==> config.mk <==
export PLATFORM = sky130hd
export DESIGN_NAME = ascii_7seg_scanner
export DESIGN_NICKNAME = d
export VERILOG_FILES = /design/src/rtl/ascii_7seg_pkg.sv /design/src/rtl/seg_digit_mux.sv /design/src/rtl/ascii_7seg_scanner.sv
export SDC_FILE = /design/constraint.sdc
export NUM_CORES = 1
export LEC_CHECK = 0
export CAP_MARGIN = 40
export CORE_AREA = 2 2 79 81
export DETAILED_ROUTE_END_ITERATION = 6
export DIE_AREA = 0 0 81 83
export GPL_TIMING_DRIVEN = 0
export PLACE_DENSITY = 0.76
export SLEW_MARGIN = 10
export SYNTH_ARGS = -nofsm -noshare
export SYNTH_HDL_FRONTEND = slang
export SYNTH_HIERARCHICAL = 1
export SYNTH_SLANG_ARGS = --single-unit
==> constraint.sdc <==
create_clock -name clk -period 2.07 [get_ports clk]
set_input_delay 0.5175 -clock clk [delete_from_list [all_inputs] [get_ports clk]]
set_output_delay 0.5175 -clock clk [all_outputs]
set_load 0.02 [all_outputs]
==> src/rtl/ascii_7seg_pkg.sv <==
// Shared definitions for the ASCII 7-segment terminal: glyph codes, control
// characters, the per-digit buffer entry and the ASCII-to-segment decoder.
package ascii_7seg_pkg;

  localparam int unsigned SEG_W = 7;

  // Internal patterns are active-high, bit order abcdefg (bit 6 = a).
  localparam logic [SEG_W-1:0] GLYPH_BLANK = 7'b0000000;
  localparam logic [SEG_W-1:0] GLYPH_ERR   = 7'b1001001;
  localparam logic [SEG_W-1:0] GLYPH_MINUS = 7'b0000001;

  localparam logic [7:0] CHAR_DOT = 8'h2E;
  localparam logic [7:0] CHAR_BS  = 8'h08;
  localparam logic [7:0] CHAR_CR  = 8'h0D;

  typedef struct packed {
    logic [SEG_W-1:0] pat;
    logic             dp;
  } digit_t;

  localparam int unsigned DIGIT_W = $bits(digit_t);
  localparam digit_t DIGIT_BLANK = '{pat: GLYPH_BLANK, dp: 1'b0};

  typedef enum logic [1:0] {
    CLS_GLYPH,
    CLS_DOT,
    CLS_BS,
    CLS_CR
  } char_cls_e;

  function automatic char_cls_e char_class(input logic [7:0] c);
    char_cls_e cls;
    case (c)
      CHAR_DOT: cls = CLS_DOT;
      CHAR_BS:  cls = CLS_BS;
      CHAR_CR:  cls = CLS_CR;
      default:  cls = CLS_GLYPH;
    endcase
    return cls;
  endfunction

  function automatic logic [SEG_W-1:0] ascii_to_glyph(input logic [7:0] c);
    logic [7:0]       u;
    logic [SEG_W-1:0] g;
    // Fold lower-case onto upper-case so one letter table serves both.
    u = ((c >= 8'h61) && (c <= 8'h7A)) ? (c - 8'h20) : c;
    case (u)
      8'h30: g = 7'b1111110;
      8'h31: g = 7'b0110000;
      8'h32: g = 7'b1101101;
      8'h33: g = 7'b1111001;
      8'h34: g = 7'b0110011;
      8'h35: g = 7'b1011011;
      8'h36: g = 7'b1011111;
      8'h37: g = 7'b1110000;
      8'h38: g = 7'b1111111;
      8'h39: g = 7'b1111011;
      8'h41: g = 7'b1110111;
      8'h42: g = 7'b0011111;
      8'h43: g = 7'b1001110;
      8'h44: g = 7'b0111101;
      8'h45: g = 7'b1001111;
      8'h46: g = 7'b1000111;
      8'h47: g = 7'b1011110;
      8'h48: g = 7'b0110111;
      8'h49: g = 7'b0000110;
      8'h4A: g = 7'b0111100;
      8'h4B: g = 7'b1010111;
      8'h4C: g = 7'b0001110;
      8'h4D: g = 7'b1010100;
      8'h4E: g = 7'b0010101;
      8'h4F: g = 7'b0011101;
      8'h50: g = 7'b1100111;
      8'h51: g = 7'b1110011;
      8'h52: g = 7'b0000101;
      8'h53: g = 7'b1011011;
      8'h54: g = 7'b0001111;
      8'h55: g = 7'b0111110;
      8'h56: g = 7'b0011100;
      8'h57: g = 7'b0101010;
      8'h58: g = 7'b0110110;
      8'h59: g = 7'b0111011;
      8'h5A: g = 7'b1101101;
      8'h2D: g = GLYPH_MINUS;
      8'h20: g = GLYPH_BLANK;
      default: g = GLYPH_ERR;
    endcase
    return g;
  endfunction

endpackage

==> src/rtl/seg_digit_mux.sv <==
// Digit scanner: slot counter, digit index and the registered, polarity-adjusted
// segment/anode outputs. The first cycle of each slot is a blank anti-ghost gap.
module seg_digit_mux
  import ascii_7seg_pkg::*;
#(
  parameter int unsigned NUM_DIGITS     = 4,
  parameter int unsigned SCAN_DIV       = 1024,
  parameter bit          SEG_ACTIVE_LOW = 1'b1,
  parameter bit          AN_ACTIVE_LOW  = 1'b1
) (
  input  logic                        clk,
  input  logic                        rst,
  input  digit_t [NUM_DIGITS-1:0]     digits_i,
  output logic   [SEG_W-1:0]          seg_o,
  output logic                        dp_o,
  output logic   [NUM_DIGITS-1:0]     an_o
);

  localparam int unsigned CNT_W = $clog2(SCAN_DIV);
  localparam int unsigned IDX_W = (NUM_DIGITS > 1) ? $clog2(NUM_DIGITS) : 1;
  localparam logic [CNT_W-1:0] CNT_LAST = CNT_W'(SCAN_DIV - 1);
  localparam logic [IDX_W-1:0] IDX_LAST = IDX_W'(NUM_DIGITS - 1);

  localparam logic [SEG_W-1:0]      SEG_XOR = {SEG_W{SEG_ACTIVE_LOW}};
  localparam logic [NUM_DIGITS-1:0] AN_XOR  = {NUM_DIGITS{AN_ACTIVE_LOW}};

  logic [CNT_W-1:0]      cnt_q, cnt_d;
  logic [IDX_W-1:0]      idx_q, idx_d;
  logic [SEG_W-1:0]      seg_q, seg_d;
  logic                  dp_q, dp_d;
  logic [NUM_DIGITS-1:0] an_q, an_d;
  digit_t                sel;

  always_comb begin
    cnt_d = (cnt_q == CNT_LAST) ? '0 : cnt_q + 1'b1;
    idx_d = idx_q;
    if (cnt_q == CNT_LAST) begin
      idx_d = (idx_q == IDX_LAST) ? '0 : idx_q + 1'b1;
    end

    sel  = digits_i[idx_q];
    an_d = '0;
    seg_d = GLYPH_BLANK;
    dp_d  = 1'b0;
    if (cnt_q != '0) begin
      an_d[idx_q] = 1'b1;
      seg_d       = sel.pat;
      dp_d        = sel.dp;
    end
  end

  // Output flops hold the physical pin level, so reset drives them inactive.
  always_ff @(posedge clk or negedge rst) begin
    if (!rst) begin
      cnt_q <= '0;
      idx_q <= '0;
      seg_q <= SEG_XOR;
      dp_q  <= SEG_ACTIVE_LOW;
      an_q  <= AN_XOR;
    end else begin
      cnt_q <= cnt_d;
      idx_q <= idx_d;
      seg_q <= seg_d ^ SEG_XOR;
      dp_q  <= dp_d ^ SEG_ACTIVE_LOW;
      an_q  <= an_d ^ AN_XOR;
    end
  end

  assign seg_o = seg_q;
  assign dp_o  = dp_q;
  assign an_o  = an_q;

endmodule

==> src/rtl/ascii_7seg_scanner.sv <==
// ASCII terminal front end: valid/ready handshake, decode at accept time and a
// right-justified, left-scrolling digit buffer feeding the scan multiplexer.
module ascii_7seg_scanner
  import ascii_7seg_pkg::*;
#(
  parameter int unsigned NUM_DIGITS     = 4,
  parameter int unsigned SCAN_DIV       = 1024,
  parameter bit          SEG_ACTIVE_LOW = 1'b1,
  parameter bit          AN_ACTIVE_LOW  = 1'b1
) (
  input  logic                  clk,
  input  logic                  rst,
  input  logic                  char_valid,
  output logic                  char_ready,
  input  logic [7:0]            char_data,
  input  logic                  clear,
  output logic [SEG_W-1:0]      seg,
  output logic                  dp,
  output logic [NUM_DIGITS-1:0] an
);

  localparam int unsigned BUF_W = NUM_DIGITS * DIGIT_W;

  digit_t [NUM_DIGITS-1:0] buf_q, buf_d;
  logic                    accept;
  char_cls_e               cls;
  logic [SEG_W-1:0]        glyph;
  logic                    do_shift;
  digit_t                  shift_val;
  logic [BUF_W+DIGIT_W-1:0] ext_left, ext_right;

  assign char_ready = ~clear;
  assign accept     = char_valid & char_ready;

  // Shifts are done on a widened flat vector so NUM_DIGITS=1 needs no special case.
  assign ext_left  = {buf_q, shift_val};
  assign ext_right = {DIGIT_BLANK, buf_q};

  always_comb begin
    glyph     = ascii_to_glyph(char_data);
    cls       = char_class(char_data);
    do_shift  = 1'b0;
    shift_val = '{pat: glyph, dp: 1'b0};
    buf_d     = buf_q;

    if (clear || (accept && (cls == CLS_CR))) begin
      buf_d = '0;
    end else if (accept) begin
      case (cls)
        CLS_BS: buf_d = ext_right[BUF_W+DIGIT_W-1:DIGIT_W];
        CLS_DOT: begin
          if (!buf_q[0].dp) begin
            buf_d[0].dp = 1'b1;
          end else begin
            shift_val = '{pat: GLYPH_BLANK, dp: 1'b1};
            do_shift  = 1'b1;
          end
        end
        default: do_shift = 1'b1;
      endcase
      if (do_shift) begin
        buf_d = ext_left[BUF_W-1:0];
      end
    end
  end

  always_ff @(posedge clk or negedge rst) begin
    if (!rst) begin
      buf_q <= '0;
    end else begin
      buf_q <= buf_d;
    end
  end

  seg_digit_mux #(
    .NUM_DIGITS    (NUM_DIGITS),
    .SCAN_DIV      (SCAN_DIV),
    .SEG_ACTIVE_LOW(SEG_ACTIVE_LOW),
    .AN_ACTIVE_LOW (AN_ACTIVE_LOW)
  ) u_mux (
    .clk     (clk),
    .rst     (rst),
    .digits_i(buf_q),
    .seg_o   (seg),
    .dp_o    (dp),
    .an_o    (an)
  );

endmodule
# Word-level counts from Yosys, hierarchy flattened
# Memories as Yosys holds them, arrays and structs flattened.
# Index checks and enable logic that the tools add are counted.
dict set report op_classes {
  n_addsub 3
  n_lt_le_gt_ge 4
  eq_ne 8
  mux 23
  bitwise_logic 5
  reduce_logical 10
}
# operator n
set ops {}
lappend ops {{$mux 32} 3}
lappend ops {{$mux 8} 4}
lappend ops {{$mux 31} 1}
lappend ops {{$bmux 8 s2} 1}
lappend ops {{$eq 8x4->1 const B} 2}
lappend ops {{$mux 7} 2}
lappend ops {{$add 10x1->10 const B} 1}
lappend ops {{$eq 10x10->1 const B} 1}
lappend ops {{$mux 10} 1}
lappend ops {{$reduce_bool 10->1} 1}
lappend ops {{$eq 8x6->1 const B} 1}
lappend ops {{$ge 8x7->1 const B} 1}
lappend ops {{$le 8x7->1 const B} 1}
lappend ops {{$sub 8x6->8 const B} 1}
lappend ops {{$not 7->7} 1}
lappend ops {{$eq 2x2->1 const B} 3}
lappend ops {{$pmux 2 s3} 1}
lappend ops {{$mux 1} 5}
lappend ops {{$mux 4} 1}
lappend ops {{$not 4->4} 1}
lappend ops {{$pmux 1 s2} 2}
lappend ops {{$reduce_and 2->1} 2}
lappend ops {{$reduce_bool 4->1} 1}
lappend ops {{$logic_and 1x1->1} 3}
lappend ops {{11 further kinds} 12}
dict set report totals {
  reg_bits 56
  rom_bits 896
  inputBits 12
  word_cells 67
  memories 1
}
# memory depth width rd rd_clocked_by_memory_dff wr line
set memory_table {}
lappend memory_table {{(no name shown)} 128 7 1 0 0 ascii_7seg_pkg.sv:47} ;# case (u)

# Longest topological paths before layout
# An unclocked memory read counts as a cell.
dict set report logic_depth {
  ltp_word 10
  mapped_depth 8
  ltp_nobuf 7
}

# Hierarchy
# The synthesis kept the hierarchy.
# module instances cells_each area_per_inst_um2 seq_area_each_um2
set modules_own_cells {}
lappend modules_own_cells {ascii_7seg_scanner 1 236 2158.3 800.8}
lappend modules_own_cells {seg_digit_mux 1 97 1211.2 615.6}

# Worst setup path before layout
# OpenSTA, ideal clock, no wires.
dict set report synth_timing {
  kind {input port to flip-flop}
  from {in char_data[5]}
  to {reg buf_q[10] in the netlist's numbering}
  arrival_time_ps 1990
  required_ps 1946
  setup_slack_ps -44
  cell_stages 7
  cell_sequence {buf_4 or4_4 or3_4 nand2_8 buf_12 mux2i_1 o21ai_1}
}
dict set report synth_via {
  elab_chain_len 9
}
# element line
set synth_lines {}
lappend synth_lines {{start: declaration} ascii_7seg_scanner.sv:15} ;# input logic [7:0] char_data,
lappend synth_lines {{$eq 8x4->1 / $eq 8x6->1 (equally long branches)} ascii_7seg_pkg.sv:33} ;# case (c)
lappend synth_lines {{$pmux 2 s3 (*)} ascii_7seg_pkg.sv:33}
lappend synth_lines {{$eq 2x1->1 / $eq 2x2->1 (equally long branches)} ascii_7seg_scanner.sv:49} ;# case (cls)
lappend synth_lines {{$pmux 1 s2} ascii_7seg_scanner.sv:49}
lappend synth_lines {{$mux 1} ascii_7seg_scanner.sv:48} ;# end else if (accept) begin
lappend synth_lines {{$mux 1} ascii_7seg_scanner.sv:46} ;# if (clear || (accept && (cls == CLS_CR))) begin
lappend synth_lines {{$mux 32} ascii_7seg_scanner.sv:61} ;# if (do_shift) begin
lappend synth_lines {{$mux 32} ascii_7seg_scanner.sv:48}
lappend synth_lines {{$mux 32} ascii_7seg_scanner.sv:46}
lappend synth_lines {{end signal: assignment} ascii_7seg_scanner.sv:71} ;# buf_q <= buf_d;
lappend synth_lines {{end: declaration} ascii_7seg_scanner.sv:24} ;# digit_t [NUM_DIGITS-1:0] buf_q, buf_d;
# Mark *: on every way between the ends. The rest lies on a longest branch, timed or not. The select of a mux whose other input is x is not followed.
# A chain may end at the register's enable or synchronous reset.

# Worst setup path in the final report
dict set report layout_timing {
  from {in char_data[1]}
  to {reg buf_q[9] in the netlist's numbering}
}
# Same word-level chain as after synthesis.

==> impl_metrics.ini <==
[status]
status = finished clean

[place]
gp_congestion = 0.976
preCtsSetupSlack_ns = -1.04
port_buffers = 21
dp_hpwl_microns = 5630

[yosys]
synth_top_area_frac = 0.327
synth_compound_gate_area_share = 0.179
synthTopCellsByCount = dfrtp_1 (44), nand2_1 (41), o21ai_0 (21), a21oi_1 (16)
syn_area_sq_um = 3370
synth_enable_flop_cells = 0
syn_nets = 356
synth.most_common_cell = dfrtp_1
syn_avg_cell_area_sq_um = 10.1
ys_ff_latch = 56
yosys-top-cells-area = dfrtp_1 (33%), dfstp_2 (9.4%), mux4_2 (6.7%)
yosysUniqueCellTypes = 62
synth-xor-area-share = 0.0130
synth_seq_area_share = 0.420
synthArstFlopShare = 1.00
netlist_instances = 333
yosys.area_share.simple = 0.175
synth_flop_cell = dfrtp_1
synth_top_family_by_area = compound AO/OA/AOI/OAI gates
yosysTopAreaCell = dfrtp_1
yosysWarnings = 6
synth-adder-area-share = 0.0408
synthMuxAreaShare = 0.125

[clocking]
cts.path.max_buffers = 2
clock_latency_ns = 0.31
cts_inserted_buffers = 5
clock-sinks = 56
cts_tree = yes
cts.clk_slew.worst_paths_ns = 0.09
cts-root-buf = clkbuf_8
htree_levels = 2

[run]
max_cap_violations = 0

[worst_setup_path]
crit_path_start_kind = primary input
slowest_delay_ns = 0.45
ff2ff_path_depth = 4
cp_max_fo = 10
arrival_ns = 2.24
crit_required_ns = 2.26
cp-end-kind = flop
path_cells = buf_2, inv_2, ha_4, nand2_1, or3_4, nand2_8, bufbuf_16, mux2i_1, o21ai_1
critPathKind = in2reg
path_delay_family = simple AND/OR/NAND/NOR gates
cpMaxStageDelayCell = or3_4
r2r_start = u_mux/idx_q[1]
crit_buf_inv = 3
r2r_setup_slack_ns = 0.34
r2r_end = u_mux/idx_q[1]

[floorplan]
rows = 28
coreArea_sq_um = 5820
initial_core_util = 0.579
ios = 25
die_width_microns = 81
dieHeight_microns = 83
die_area_sq_um = 6720

[final_layout]
fin_nets = 400
area_growth_pct = 19.8
antenna_cells = 0
drive_gt1_frac = 0.246

[sta]
fin_skew_ns = 0.0132
maxSlewHeadroom = 0.588
timing.final.crit_share = 0.986
hold_viol_final = 0
setup_viol = 0
drv_slew = 0
rsz0062_at_grt = no
clock.fmax_mhz = 490
worst_pin_slew_ns = 0.618
period_minus_slack_ns = 2.04
setup_slack_ns = 0.0293

[power]
power_density_nw_per_um2 = 517
power_mw = 2.09
leakage_nw = 1.61
vdd_drop_max_mv = 0.428

[worst_hold_path]
hp-class = in2async

[drt]
dr_total_vias = 2815
wl_per_cell_microns = 17.5
drc = 0
drt_iter0_markers = 176
drtPass1Iterations = 5
drt_wl_total_microns = 7930
viasPerCell = 6.21
ant_nets = 0

[global_routing]
grt_antenna_before_repair = 0
overflow = 0
track_usage = 0.247
grt_max_degree = 32
grt_pass1_wl_microns = 13200
grt_pass1_vias = 2672
-- final cells by class --
type | instances | area [sq um]
plain buffers | 19 | 133
well taps | 75 | 93.8
clock buffers | 6 | 82.6
repair buffers | 37 | 359
clock inverters | 2 | 10.0
inverters | 15 | 58.8
multi-input cells | 243 | 1880
fillers | 452 | 1780
flip-flops and latches | 56 | 1420
-- sequential cells by signal (all words and copies together), names as in the netlist --
| signal | flops |
|---|---|
| u_mux/idx_q | 2 |
| u_mux/cnt_q | 10 |
| u_mux/seg_o | 7 |
| buf_q | 32 |
| u_mux/dp_o | 1 |
| u_mux/an_o | 4 |
-- worst register-to-register path: cells and delay by family (launching register included) --
kind       cells  cell delay [ns]
buf+inv        2             0.66
flops          1             0.40
fa+ha+maj      1             0.31
mux            1             0.26
-- layout by cell type, fill, tap and decap left out, types with 5 or more instances in the layout --
master and instances:
a22o_1 8, dfstp_2 12, buf_4 12, clkbuf_1 5
ha_1 8, clkdlybuf4s50_1 14, nand3_1 10, o21ai_1 12
dfrtp_1 44, buf_2 11, inv_1 12, mux4_2 10
clkbuf_8 7, o21ai_0 20, nand2_1 41, nor2_1 13
nand2b_1 6, a21oi_1 15, mux2i_1 15, nor2b_1 7
-- layer usage --
metal	GRT usage	vias to the layer above	wire (microns)
met5	0	-	0
met4	0.0493	0	65
met3	0.0359	7	438
met2	0.385	86	3940
met1	0.368	1409	3490
li1	-	1313	-
-- worst max-delay path by stage --
stage | slack, ns | to | cells after the start | from
floorplan | 0.02 | buf_q[24] | 6 | char_data[5]
global placement | -1.13 | buf_q[30] | 1 | rst
detailed placement | -1.04 | buf_q[29] | 8 | char_data[0]
CTS | 0.03 | buf_q[14] | 7 | char_data[7]
global route | 0.003 | buf_q[15] | 9 | char_data[1]
finish | 0.03 | buf_q[9] | 9 | char_data[1]
-- cell families after synthesis --
| group | count (synthesis) |
|---|---|
| flip-flops | 56 |
| buffers and inverters | 34 |
| XOR/XNOR | 5 |
| multiplexers | 29 |
| adder cells (fa/ha/maj) | 11 |
| AND/OR/NAND/NOR | 107 |
| AO/OA/AOI/OAI | 91 |
-- what timing repair did --
item	CTS	global route
pin swaps	6	3
resized for setup	46	8
endpoints found under the setup margin	32	13
hold buffers	0	0
cloned	2	0
setup buffers	11	2
-- power breakdown --
group          leakage (nW)  total, mW  internal, mW  switching (mW)
combinational         0.844      0.335         0.143           0.191
sequential            0.720       1.14          1.12          0.0187
clock                0.0510      0.611         0.268           0.343
-- through the flow --
step / util / instance area (sq um) / cells / setup TNS, ns / hold slack [ns]
after floorplan: - / 3380 / 333 / 0 / 0.222
after global placement: 0.634 / 3680 / 429 / -84.90 / 0.508
after detailed placement: 0.636 / 3700 / 430 / -29.56 / 0.522
after CTS: 0.690 / 4010 / 451 / 0 / 0.224
after global routing: 0.694 / 4040 / 453 / 0 / 0.247
final: 0.694 / 4040 / 453 / 0 / 0.203
No activity file was read; power rests on OpenSTA's default activity.
